<file path="src/rtl/cp0.sv">
// MIPS-style coprocessor 0 with SR, Cause, EPC and PRId, plus interrupt request logic.
// Reads are combinational from A1; every state update is registered on the rising clock edge.
module cp0 (
    input  logic        clk,
    input  logic        rst,
    input  logic [4:0]  A1,
    input  logic [4:0]  A2,
    input  logic [31:0] DIn,
    input  logic [29:0] PC,
    input  logic [5:0]  HWInt,
    input  logic        wen,
    input  logic        EPCWr,
    input  logic        EXLSet,
    input  logic        EXLClr,
    output logic        IntReq,
    output logic [29:0] EPC,
    output logic [31:0] DOut
);

    localparam logic [4:0]  REG_SR   = 5'd12;
    localparam logic [4:0]  REG_CAUSE = 5'd13;
    localparam logic [4:0]  REG_EPC  = 5'd14;
    localparam logic [4:0]  REG_PRID = 5'd15;
    localparam logic [31:0] PRID_VAL = 32'h0001_0001;

    logic [5:0]  im;
    logic        exl;
    logic        ie;
    logic [5:0]  ip;
    logic [29:0] epc;

    // The controller keeps wen high during interrupt entry, so an mtc0 only counts without EPCWr.
    logic mtc0_wr;
    assign mtc0_wr = wen & ~EPCWr;

    always_ff @(posedge clk) begin
        if (!rst) begin
            im  <= 6'd0;
            exl <= 1'b0;
            ie  <= 1'b0;
            ip  <= 6'd0;
            epc <= 30'd0;
        end else begin
            ip <= HWInt;

            // With EXL already set, a repeated EPCWr must not overwrite the first capture.
            if (EPCWr) begin
                if (!exl) begin
                    epc <= PC;
                end
            end else if (mtc0_wr && A2 == REG_EPC) begin
                epc <= DIn[31:2];
            end

            if (mtc0_wr && A2 == REG_SR) begin
                im <= DIn[15:10];
                ie <= DIn[0];
            end

            if (EXLSet) begin
                exl <= 1'b1;
            end else if (EXLClr) begin
                exl <= 1'b0;
            end else if (mtc0_wr && A2 == REG_SR) begin
                exl <= DIn[1];
            end
        end
    end

    assign IntReq = (|(ip & im)) & ie & ~exl;
    assign EPC    = epc;

    always_comb begin
        DOut = 32'h0;
        case (A1)
            REG_SR:    DOut = {16'b0, im, 8'b0, exl, ie};
            REG_CAUSE: DOut = {16'b0, ip, 10'b0};
            REG_EPC:   DOut = {epc, 2'b00};
            REG_PRID:  DOut = PRID_VAL;
            default:   DOut = 32'h0;
        endcase
    end

endmodule

</file>
<file path="config.mk">
export PLATFORM = sky130hd
export DESIGN_NAME = cp0
export DESIGN_NICKNAME = d
export VERILOG_FILES = /design/src/rtl/cp0.sv
export SDC_FILE = /design/constraint.sdc
export NUM_CORES = 1
export LEC_CHECK = 0
export CAP_MARGIN = 20
export CORE_UTILIZATION = 41
export CTS_CLUSTER_DIAMETER = 50
export CTS_CLUSTER_SIZE = 16
export DETAILED_ROUTE_END_ITERATION = 10
export GPL_TIMING_DRIVEN = 0
export PLACE_DENSITY_LB_ADDON = 0.05
export REMOVE_ABC_BUFFERS = 1
export SETUP_SLACK_MARGIN = 0.2
export SYNTH_ARGS = -nofsm -noshare
export SYNTH_HDL_FRONTEND = slang
export SYNTH_SLANG_ARGS = --single-unit
</file>
<file path="constraint.sdc">
create_clock -name clk -period 2.6 [get_ports clk]
set_input_delay 0.26 -clock clk [delete_from_list [all_inputs] [get_ports clk]]
set_output_delay 0.26 -clock clk [all_outputs]
set_load 0.03 [all_outputs]
</file>
==> results of run 1 <==
==> final timing paths <==
path                start        to  slack, ns  cells after the start
setup / recovery    A1[4]  DOut[21]       0.25                      6
hold / removal        rst   EPC[16]       0.38                      3
setup reg to reg      exl   EPC[21]       1.00                      5
hold reg to reg   EPC[16]   EPC[16]       0.47                      2
==> power by group through the flow <==
stage          Combinational [W]  Sequential, W  Clock [W]
5_1_grt                 0.000499       0.000749   0.000451
6_report                0.000469       0.000743   0.000409
3_3_place_gp            0.000455       0.000757          0
2_1_floorplan           0.000143       0.000819          0
4_1_cts                 0.000471       0.000743   0.000421
3_5_place_dp            0.000468       0.000759          0
==> routing by layer <==
layer  wire length (µm)  up-vias  GRT usage, %
li1                   -     1246             -
met1               2734     1144         23.72
met2               3507       83         38.38
met3                509        8         6.629
met4                 89        0         5.179
met5                  0        -             0
==> synth_stat cells (all sizes together) <==
cell,count
a21boi,7
a21oi,7
a22oi,3
a32oi,1
and2,29
and3,1
buf,9
clkbuf,14
dfxtp,44
inv,1
mux2,30
mux2i,36
nand2,68
nand3,1
nand3b,1
nand4b,7
nand4bb,1
nor2,4
nor2b,3
nor3b,2
nor4,1
nor4bb,1
o21ai,7
o311a,1
or2,6
or3b,1
or4,1
==> cells by family (layout without fill, tap and decap cells) <==
logic type	after synthesis	in the layout	share of synthesized area, %
simple gates	127	127	25.95
buf+inv	24	161	4.116
flops	44	44	35.34
compound gates	26	26	6.576
mux	66	66	28.01
==> area by class of cell <==
cell class                 count  area share [%]
inverter                       1         0.08923
sequential                    44           20.94
timing repair buffer         153           38.25
multi-input combinational    219           36.64
tap                           75           2.231
clock inverter                 1          0.1190
clock buffer                   6           1.725
==> sequential cells by signal, indices dropped and copies added, names as in the netlist <==
name / cells
EPC: 30
exl: 1
ie: 1
im: 6
ip: 6
==> worst reg2reg max path, stage by stage (launching register included) <==
cell and delay (ns):
dfxtp_1 0.31, inv_1 0.09, a32oi_4 0.53, buf_16 0.23, buf_16 0.16, mux2i_1 0.20
==> through the flow <==
step	total power [W]	setup TNS [ns]	cell area [µm²]
after floorplan	0.0009616	-18.84	2394
after global placement	0.001212	-147.62	3949
after detailed placement	0.001227	-6.837	4054
after CTS	0.001636	0	4153
after global routing	0.001699	0	4207
final	0.001620	0	4207
==> repair_timing <==
| item | in CTS | in global routing |
|---|---|---|
| setup buffers | 2 | 0 |
| gates resized for setup | 4 | 25 |
| setup endpoints to repair | 29 | 31 |
| hold buffers | 0 | 0 |
| pin swaps | 1 | 0 |
| cloned | 0 | 0 |
==> impl_metrics.toml, run 1 <==
[setup_path]
crit_family = "buffers and inverters"
cp-start-kind = "primary input"
end_kind = "primary output"
path_cells = "clkdlybuf4s50_1 > nand3b_1 > nor3b_4 > buf_4 > and2_1 > clkdlybuf4s50_1"
worstPathArrival_ns = 2.09
crit_slowest_cell = "clkdlybuf4s50_1"
crit_required_ns = 2.34
worst-path-buf-inv = 3
crit_top_cell = "clkdlybuf4s50_1"
path_max_fanout = 6
max_stage_delay_ns = 0.66
worstSetupPathType = "in2out"

[placed_design]
post-dp-hpwl_mm = 5.063
place_congestion = 0.7463
io_buffers = 146
place_inst = 490
place_ws_ns = -0.3591

[power]
irDropWorstVdd_uv = 269.6
internal-power_w = 0.001163
p_leak_nw = 2.051
p_sw_w = 0.0004574
sequentialPowerShare_pct = 45.8
switching_share_pct = 28.24
power_density_nw_per_um2 = 385.1
clkPwrFrac_pct = 25.2
p_comb_share_pct = 28.9

[sta]
drv_slew = 0
rsz0062_at_grt = "no"
hold_violations = 0
timing.fmax_mhz = 425.7
tightest_slew_ns = 0.6314
setup_violations = 0
fin_crit_sh_pct = 90.35
slew_headroom_pct = 57.33
min_period_ns = 2.349
skew_ns = 0.003637
holdWs_ns = 0.3821
setup_ws_ns = 0.2510

[final_layout]
fillers = 465
finalCoreUtilization_pct = 71.47
multi_input_area_um2 = 1541
seqCellArea_um2 = 880.8
final_cells = 499
areaGrowthSynthToFinish_pct = 68.77
n_antenna_cell = 0
drive_gt1_share_pct = 12.97
mostFrequentLayoutCells = "120 x clkdlybuf4s50_1, 68 x nand2_1, 44 x dfxtp_1"
layout_commonest_cell = "clkdlybuf4s50_1"
final_nets = 508

[synthesis]
syn_avg_cell_area_um2 = 8.684
syn-cell-area_um2 = 2492
synth_area_leader_cell = "dfxtp_1"
synth.area.top_cells = "dfxtp_1 35%, mux2i_1 14%, mux2_2 14%"
yosysSeqAreaShare_pct = 35.34
ys_ff_latch = 44
yosysWarningCount = 0
synth_top_cell_area_share_pct = 35.34
synth_cells = 287
synthDistinctLibCells = 28

[floorplanning]
start_util_pct = 42.35
coreArea_um2 = 5886
die_x_um = 79.97
dieArea_um2 = 6394
pin_count = 147
rows = 28
die_y_um = 79.97

[outcome]
status = "complete, no violations"

[cts]
clk_path_buf_depth = 2
cts_tree = "yes"
cts_max_level = 2
cts.clk_slew.worst_paths_ns = 0.08
root_buffer = "clkbuf_8"
clock_latency_ns = 0.29
cts_buffers = 5
cts_num_sinks = 44

[drt]
via_per_inst = 4.972
routed-via-count = 2481
drt_first_pass_iters = 5
drc = 0
drt_first_iter_violations = 84
routed_wl_mm = 6.840
wl_per_cell_um = 13.71
drtAntennaViolNets = 0

[global_routing]
gr-usage-all-layers_pct = 21.12
grt_max_degree = 56
grt_pass1_wl_mm = 10.38
grt_pass1_vias = 2285
antenna_found_initial = 0
gr-total-overflow = 0

[flow_run]
drv_cap = 0

[min_path]
hold_path_class = "in2reg"
Note: power is estimated with default switching activity, not from simulation.
==> run 2: changes to the inputs <==
--- a/config.mk
+++ b/config.mk
@@ -6,7 +6,8 @@
 export NUM_CORES = 1
 export LEC_CHECK = 0
 export CAP_MARGIN = 20
-export CORE_UTILIZATION = 41
+export CORE_UTILIZATION = 24
+export CTS_BUF_LIST = sky130_fd_sc_hd__clkbuf_8
 export CTS_CLUSTER_DIAMETER = 50
 export CTS_CLUSTER_SIZE = 16
 export DETAILED_ROUTE_END_ITERATION = 10
@@ -14,6 +15,7 @@
 export PLACE_DENSITY_LB_ADDON = 0.05
 export REMOVE_ABC_BUFFERS = 1
 export SETUP_SLACK_MARGIN = 0.2
+export SLEW_MARGIN = 20
 export SYNTH_ARGS = -nofsm -noshare
 export SYNTH_HDL_FRONTEND = slang
 export SYNTH_SLANG_ARGS = --single-unit
==> run 2 against run 1 <==
Compared with the run above:
- clock skew rose by 0.0032 ns
- critical endpoint is now DOut[30]
- non-clock buffer count is 1 lower
- worst hold slack gained 0.090 ns
- clock-buffer cell count shrank 1
- critical path depth decreased by 1
- first-iteration DRC count shrank 65%
- core utilization decreased by 29 points
- die area rose by 69%
- largest cell class is now multi-input gates
- routed wire length grew 11%
- highest routed layer unchanged
- flip-flop and latch count unchanged
- global-route usage shrank 6.7 points
- cell area decreased by 0.18%
- critical path type unchanged
==> impl_metrics.toml, run 2 (synthesis results as in run 1) <==
[drt]
m1WireLength_mm = 3.432
met2_length_mm = 3.585
drt_first_iter_violations = 29
drt_first_pass_iters = 4
met3_wirelength_um = 482
wl_per_cell_um = 13.62
routed_wl_mm = 7.573
drc = 0
via_per_inst = 4.326
routed-via-count = 2405
dr.max_layer_used = "met4"
drtAntennaViolNets = 0

[cts]
clock_latency_ns = 0.29
cts_tree = "yes"
root_buffer = "clkbuf_8"
holdBufCountCts = 0
cts.clk_slew.worst_paths_ns = 0.08
cts_num_sinks = 44
clk_path_buf_depth = 2
cts_max_level = 2
cts_buffers = 5

[final_layout]
areaGrowthSynthToFinish_pct = 68.47
mostFrequentLayoutCells = "120 x clkdlybuf4s50_1, 68 x nand2_1, 44 x dfxtp_1"
largest_register_ffs = 30
design_area_um2 = 4199
final_nets = 507
layout_commonest_cell = "clkdlybuf4s50_1"
drive_gt1_share_pct = 13.00
n_antenna_cell = 0

[global_routing]
gr-total-overflow = 0
grt_max_degree = 75
gr-usage-all-layers_pct = 14.39
grt_pass1_wl_mm = 12.44
grt_pass1_vias = 2523
antenna_found_initial = 0

[floorplanning]
start_util_pct = 25.15
rows = 36
die_x_um = 103.9
coreArea_um2 = 9910
pin_count = 147
dieArea_um2 = 10800
die_y_um = 103.9

[outcome]
status = "complete, no violations"

[sta]
setup_ws_ns = 0.3136
slew_headroom_pct = 34.63
timing.fmax_mhz = 437.4
skew_ns = 0.006806
rsz0062_at_grt = "no"
fin_crit_sh_pct = 87.94
holdWs_ns = 0.4722
tightest_slew_ns = 0.9667
hold_violations = 0
setup_violations = 0
min_period_ns = 2.286
drv_slew = 0

[min_path]
min_to = "EPC[15]"
hold_path_class = "reg2reg"
hp-start = "EPC[15]"
hold-path-cell-count = 2

[setup_path]
worstSetupPathType = "in2out"
r2r_end = "EPC[4]"
r2r_cells = 4
crit_required_ns = 2.34
r2r_start = "exl"
r2r_setup_slack_ns = 1.16
end_kind = "primary output"
cp-start-kind = "primary input"
worstPathArrival_ns = 2.03
cp-startpoint = "A1[4]"
path_max_fanout = 3

[placed_design]
place_congestion = 0.7042
post-dp-hpwl_mm = 5.740
place_area_um2 = 4126
place_ws_ns = -0.6158
io_buffers = 146

[power]
p_total_w = 0.001630
irDropWorstVdd_uv = 168.8
p_leak_nw = 1.750
power_density_nw_per_um2 = 388.2

[flow_run]
drv_cap = 0
[run 2: area by class of cell]
class | instances | area [µm²]
fillers | 1013 | 5710
multi-input cells | 219 | 1553
repair buffers | 152 | 1518
flip-flops and latches | 44 | 880.8
well taps | 133 | 166.4
clock buffers | 5 | 68.82
clock inverters | 2 | 8.758
inverters | 1 | 3.754
[run 2: worst max path at each step]
| stage | slack [ns] | end | cells past startpoint |
|---|---|---|---|
| 6_report | 0.31 | DOut[30] | 5 |
| 5_1_grt | 0.22 | DOut[31] | 6 |
| 4_1_cts | 0.26 | DOut[15] | 5 |
| 3_5_place_dp | -0.62 | DOut[26] | 5 |
| 3_3_place_gp | -4.01 | EPC[16] | 4 |
| 2_1_floorplan | -0.63 | EPC[0] | 3 |
[run 2: layer usage]
layer	vias to the layer above	track usage, %
met3	6	3.759
li1	1248	-
met4	0	3.673
met2	84	25.33
met1	1067	17.27
met5	-	0
[run 2: metrics by stage]
stage                     TNS, ns  instances  utilization (%)
after floorplan            -18.84        264                -
after global placement    -170.44        543            40.58
after detailed placement   -12.63        547            41.64
after CTS                       0        556            42.37
after global routing            0        556            42.37
final                           0        556            42.37
[run 2: critical path, cell delays in order]
cell	delay, ns
clkdlybuf4s50_1	0.38
nand3b_1	0.23
nor3b_4	0.32
and2_1	0.17
clkdlybuf4s50_1	0.66
[run 2: power by group]
group | total, W | switching [W] | internal [W]
Sequential | 0.000744 | 0.0000294 | 0.000714
Combinational | 0.000470 | 0.000204 | 0.000265
Clock | 0.000417 | 0.000237 | 0.000180
Total | 0.00163 | 0.000471 | 0.00116
[run 2: timing repair]
action | 4_1_cts | 5_1_grt
setup endpoints to repair | 29 | 5
cloned | 0 | 0
gates resized for setup | 27 | 2
buffers inserted | 2 | 0
pin swaps | 1 | 0
